File: src/rtl/frogger_pkg.sv
// Shared types and constants for the frogger lane logic.
package frogger_pkg;

  typedef enum logic [1:0] {
    IDLE = 2'd0,
    RUN  = 2'd1,
    HALT = 2'd2
  } lane_state_e;

  localparam logic DIR_LEFT  = 1'b0;
  localparam logic DIR_RIGHT = 1'b1;

endpackage : frogger_pkg

File: src/rtl/lane_prescaler.sv
// Tick prescaler: counts enabled ticks and flags an advance once count reaches speed.
module lane_prescaler #(
  parameter int unsigned DIV_W = 4
) (
  input  logic             clock,
  input  logic             reset,
  input  logic             tick,
  input  logic             clr,
  input  logic [DIV_W-1:0] speed,
  input  logic             enable,
  output logic             adv
);

  logic [DIV_W-1:0] count_q;
  logic [DIV_W-1:0] count_d;

  // A lowered speed still fires on the next tick because the test is >=, not ==.
  assign adv = enable & tick & (count_q >= speed);

  // Next count: clear wins, an advance restarts, otherwise count enabled ticks.
  always_comb begin
    count_d = count_q;
    if (clr) begin
      count_d = '0;
    end else if (enable && tick) begin
      if (adv) count_d = '0;
      else     count_d = count_q + DIV_W'(1);
    end
  end

  // Count register.
  always_ff @(posedge clock or negedge reset) begin
    if (!reset) count_q <= '0;
    else        count_q <= count_d;
  end

endmodule : lane_prescaler

File: src/rtl/lane_scroller.sv
// One traffic lane: rotating car pattern, speed prescaler, sticky frog collision.
module lane_scroller
  import frogger_pkg::*;
#(
  parameter int unsigned WIDTH = 16,
  parameter int unsigned DIV_W = 4
) (
  input  logic                     clock,
  input  logic                     reset,
  input  logic                     tick,
  input  logic                     load,
  input  logic [WIDTH-1:0]         load_pattern,
  input  logic                     dir,
  input  logic [DIV_W-1:0]         speed,
  input  logic [$clog2(WIDTH)-1:0] frog_col,
  input  logic                     frog_in_lane,
  input  logic                     clear_hit,
  output logic [WIDTH-1:0]         lane,
  output logic                     step,
  output logic                     hit,
  output logic                     running
);

  lane_state_e      state_q, state_d;
  logic [WIDTH-1:0] lane_q, lane_d;
  logic             step_q, step_d;
  logic             hit_q, hit_d;
  logic             running_q, running_d;
  logic             collide_c;
  logic             adv_c;

  // Collision is judged on the registered lane, so it lands one edge after a move.
  assign collide_c = frog_in_lane & lane_q[frog_col];

  lane_prescaler #(
    .DIV_W (DIV_W)
  ) u_prescaler (
    .clock  (clock),
    .reset  (reset),
    .tick   (tick),
    .clr    (load),
    .speed  (speed),
    .enable ((state_q == RUN) & ~collide_c),
    .adv    (adv_c)
  );

  // Next state, lane rotation, step pulse and sticky hit.
  always_comb begin
    state_d = state_q;
    lane_d  = lane_q;
    step_d  = 1'b0;
    hit_d   = hit_q;

    // A new collision beats a coincident clear.
    if (collide_c)      hit_d = 1'b1;
    else if (clear_hit) hit_d = 1'b0;

    if (load) begin
      state_d = RUN;
      lane_d  = load_pattern;
    end else begin
      unique case (state_q)
        RUN: begin
          if (collide_c) begin
            state_d = HALT;
          end else if (adv_c) begin
            step_d = 1'b1;
            if (dir == DIR_LEFT) lane_d = {lane_q[WIDTH-2:0], lane_q[WIDTH-1]};
            else                 lane_d = {lane_q[0], lane_q[WIDTH-1:1]};
          end
        end
        HALT: begin
          if (clear_hit && !collide_c) state_d = RUN;
        end
        default: begin
          state_d = IDLE;
        end
      endcase
    end

    running_d = (state_d == RUN);
  end

  // State and output registers.
  always_ff @(posedge clock or negedge reset) begin
    if (!reset) begin
      state_q   <= IDLE;
      lane_q    <= '0;
      step_q    <= 1'b0;
      hit_q     <= 1'b0;
      running_q <= 1'b0;
    end else begin
      state_q   <= state_d;
      lane_q    <= lane_d;
      step_q    <= step_d;
      hit_q     <= hit_d;
      running_q <= running_d;
    end
  end

  assign lane    = lane_q;
  assign step    = step_q;
  assign hit     = hit_q;
  assign running = running_q;

endmodule : lane_scroller

File: config.mk
export PLATFORM = sky130hd
export DESIGN_NAME = lane_scroller
export DESIGN_NICKNAME = d
export VERILOG_FILES = /design/src/rtl/frogger_pkg.sv /design/src/rtl/lane_prescaler.sv /design/src/rtl/lane_scroller.sv
export SDC_FILE = /design/constraint.sdc
export NUM_CORES = 1
export LEC_CHECK = 0
export ABC_AREA = 1
export CAP_MARGIN = 20
export CORE_MARGIN = 2
export CORE_UTILIZATION = 52
export DETAILED_ROUTE_END_ITERATION = 7
export GPL_TIMING_DRIVEN = 0
export PLACE_DENSITY = 0.83
export SLEW_MARGIN = 0
export SYNTH_ARGS = -nofsm -noshare
export SYNTH_HDL_FRONTEND = slang
export SYNTH_SLANG_ARGS = --single-unit
File: constraint.sdc
create_clock -name clock -period 3.25 [get_ports clock]
set_input_delay 0.8125 -clock clock [delete_from_list [all_inputs] [get_ports clock]]
set_output_delay 0.8125 -clock clock [all_outputs]
set_load 0.01 [all_outputs]
==> Flow_metrics.wiki <==
{| class="wikitable"
! Metric !! Value
|-
| Result of the run || finished, final reports clean
|-
| Syn Nets || 298
|-
| Worst slew margin relative to its limit || 62.6%
|-
| Arrival time reported for the critical path endpoint || 2.63 ns
|-
| Clock tree root driver cell || clkbuf_4
|-
| Clock Tree Buf Depth || 2
|-
| Effective utilization at floorplan || 53.5%
|-
| PostCTS Resize Cnt || 0
|-
| Total clock buffers created by CTS || 3
|-
| Largest driver fanout on the critical path || 10
|-
| Detailed router's first-iteration violation count || 143
|-
| Final-report max-slew violation count || 0
|-
| Final setup vio count || 0
|-
| Mapped cell area || 0.00177 mm2
|-
| Share of the yosys chip area belonging to registers || 35.3%
|-
| Clock tree sinks || 25
|-
| Number of DRC violations after detailed routing || 0
|-
| Total gr overflow || 0
|-
| Number of maximum-capacitance constraint violations || 0
|-
| Cell depth of the worst flop-to-flop path || 13
|-
| Vias || 1889
|-
| H-tree depth || 1
|-
| Crit. Startpoint || frog_col[1]
|-
| Final critical-path required period || 2.38 ns
|-
| Number of port buffers || 47
|-
| Yosys Warn Count || 0
|-
| Via density per instance || 5.28
|-
| Unrepaired setup endpoints after global routing || false
|-
| Count of hold-fix buffers inserted at cts || 0
|-
| Seq cells post-synth || 25
|-
| Hpwl dp || 3.32 mm
|-
| Worst voltage drop across the vdd grid || 0.000212 V
|-
| Antenna-violating nets left || 0
|-
| Setup slack of the worst register-to-register path || 1.51 ns
|-
| Width of the die || 62.4 um
|-
| Type of the tightest min-delay check || reg2reg
|-
| Post-Syn Area per Cell || 6.81 um2
|-
| CP endpoint kind || flip-flop
|-
| Count of final hold-check violations || 0
|-
| Power density over cell area || 356 mW/mm2
|-
| Critical path startpoint category || primary input
|-
| Worst Skew || 0.00340 ns
|-
| Final worst path period share || 73.3%
|-
| Fraction of layout cells with a size suffix above 1 || 6.41%
|-
| Setup crit end || lane[2]$_DFFE_PN0P_
|-
| Number of rows in the core area || 21
|-
| Setup TNS || 0 ns
|-
| Insertion delay to the later sink of the worst-skew pair || 0.34 ns
|-
| Tightest hold margin || 0.546 ns
|-
| Io pins || 50
|-
| Length of the first detailed-routing pass in iterations || 4
|-
| Clock transition time at the flip-flop clock pins of the worst setup and hold paths || 0.14 ns
|-
| Via count of the first global-routing pass || 1650
|-
| Pin count of the biggest net entering global routing || 16
|-
| Layout area overhead || 32.2%
|-
| Gate count of the mapped netlist || 260
|-
| Placeable core region || 0.00331 mm2
|-
| Global Route Usage Sum || 23.3%
|-
| Most used cells in the layout excluding fill and tap cells || nand2_1 (97), clkdlybuf4s50_1 (47), nand3_1 (34), o21ai_0 (33), inv_1 (30)
|-
| Overall die area || 0.00389 mm2
|-
| CP Class || in2reg
|-
| Antenna cells || 0
|-
| Post-CTS setup-driven buffer insertion count || 0
|-
| Most frequent standard cell in the layout excluding fill and tap cells || nand2_1
|-
| Maximum clock frequency || 420 MHz
|-
| Capture point of the worst reg-to-reg path || lane[2]$_DFFE_PN0P_
|-
| Wire length of the first global-routing pass || 7.33 mm
|-
| Standby leakage power || 1.19 nW
|-
| Worst reg2reg startpoint || lane[11]$_DFFE_PN0P_
|-
| Final Routed Wirelength || 4.38 mm
|-
| Cell variety after synth || 24
|-
| Die extent in y || 62.4 um
|-
| Number of nets in the final layout || 351
|-
| CTS tree || yes
|-
| Post-DR wirelength/cell || 12.2 um
|-
| Routability congestion estimate || 0.874
|-
| Worst-margin pin slew || 0.559 ns
|-
| Worst EP required || 3.50 ns
|-
| Initial antenna violation count || 0
|}
how the worst min path moves through the flow:
stage / start / endpoint / slack (ns) / depth (start not counted)
final: hit$_DFFE_PN0P_ / hit$_DFFE_PN0P_ / 0.55 / 2
after global routing: hit$_DFFE_PN0P_ / hit$_DFFE_PN0P_ / 0.60 / 2
after CTS: hit$_DFFE_PN0P_ / hit$_DFFE_PN0P_ / 0.56 / 2
after detailed placement: u_prescaler.count_q[1]$_DFFE_PN0P_ / u_prescaler.count_q[1]$_DFFE_PN0P_ / 0.54 / 2
after global placement: hit$_DFFE_PN0P_ / hit$_DFFE_PN0P_ / 0.51 / 2
after floorplan: u_prescaler.count_q[3]$_DFFE_PN0P_ / u_prescaler.count_q[3]$_DFFE_PN0P_ / 0.50 / 2
sequential cells by signal (all words and copies together) (netlist names):
register	cells
running	1
state_q	2
hit	1
lane	16
step	1
u_prescaler.count_q	4
per-layer routing:
metal / up-vias / global-route usage (%) / part of all wire (%)
met5: - / 0 / 0
met3: 9 / 2.72 / 5.9
met4: 0 / 8.61 / 1.9
met1: 879 / 31.3 / 46
met2: 70 / 39.1 / 46
li1: 931 / - / -
cell usage after synthesis:
cell type,number,area [um2]
a21oi_1,1,5.00
a21oi_2,1,8.76
buf_1,1,3.75
buf_4,1,7.51
buf_6,3,33.8
clkbuf_1,8,30.0
dfrtp_1,25,626
ha_1,7,87.6
inv_1,30,113
inv_4,1,6.26
inv_6,1,8.76
nand2_1,97,364
nand2_4,3,33.8
nand3_1,34,170
nand3_4,1,17.5
nand3b_1,1,7.51
nand4_1,1,6.26
nor2_1,3,11.3
o211ai_1,1,7.51
o21ai_0,33,165
o21ai_2,3,26.3
o21bai_1,1,7.51
or2_2,1,6.26
xor2_1,2,17.5
critical path, stage by stage:
cell and delay, ns:
clkdlybuf4s50_1 0.60, inv_1 0.14, nand3_1 0.10, nand3_1 0.07, nand3_1 0.08, nand2_1 0.11, nand2_4 0.11, nand3_4 0.09
inv_4 0.08, nand2_4 0.09, buf_4 0.19, nand3_1 0.08, nand2_1 0.06
cell families after synthesis:
family                     synth area share (%)
and+or+nand+nor                            34.8
buffers and inverters                      11.4
AOI/OAI and AO/OA                          12.4
DFF                                        35.3
adders and majority gates                  4.95
xor gates and xnor gates                  0.990
power by group:
| part | total [W] | switching [W] | internal, W |
|---|---|---|---|
| Sequential | 0.000383 | 0.0000376 | 0.000346 |
| Clock | 0.000148 | 0.000101 | 0.0000465 |
| Combinational | 0.000303 | 0.000153 | 0.000151 |
| Total | 0.000834 | 0.000291 | 0.000543 |
metrics by stage:
step | cells | util (%) | total power (W) | setup slack, ns | instance area (um2)
final | 358 | 70.7 | 0.000834 | 0.867 | 2340
after detailed placement | 354 | 69.9 | 0.000691 | 0.528 | 2310
after global placement | 353 | 69.4 | 0.000684 | 0.556 | 2300
after global routing | 358 | 70.7 | 0.000891 | 0.752 | 2340
after floorplan | 260 | - | 0.000544 | 1.24 | 1770
after CTS | 358 | 70.7 | 0.000837 | 0.893 | 2340
final cells by class:
type | instances | area [um2]
fillers | 298 | 970
repair buffers | 48 | 485
flip-flops and latches | 25 | 626
inverters | 32 | 128
multi-input cells | 190 | 942
plain buffers | 13 | 75.1
well taps | 46 | 57.6
clock buffers | 3 | 22.5
clock inverters | 1 | 5.00
Power figures use the tool's default switching activity.
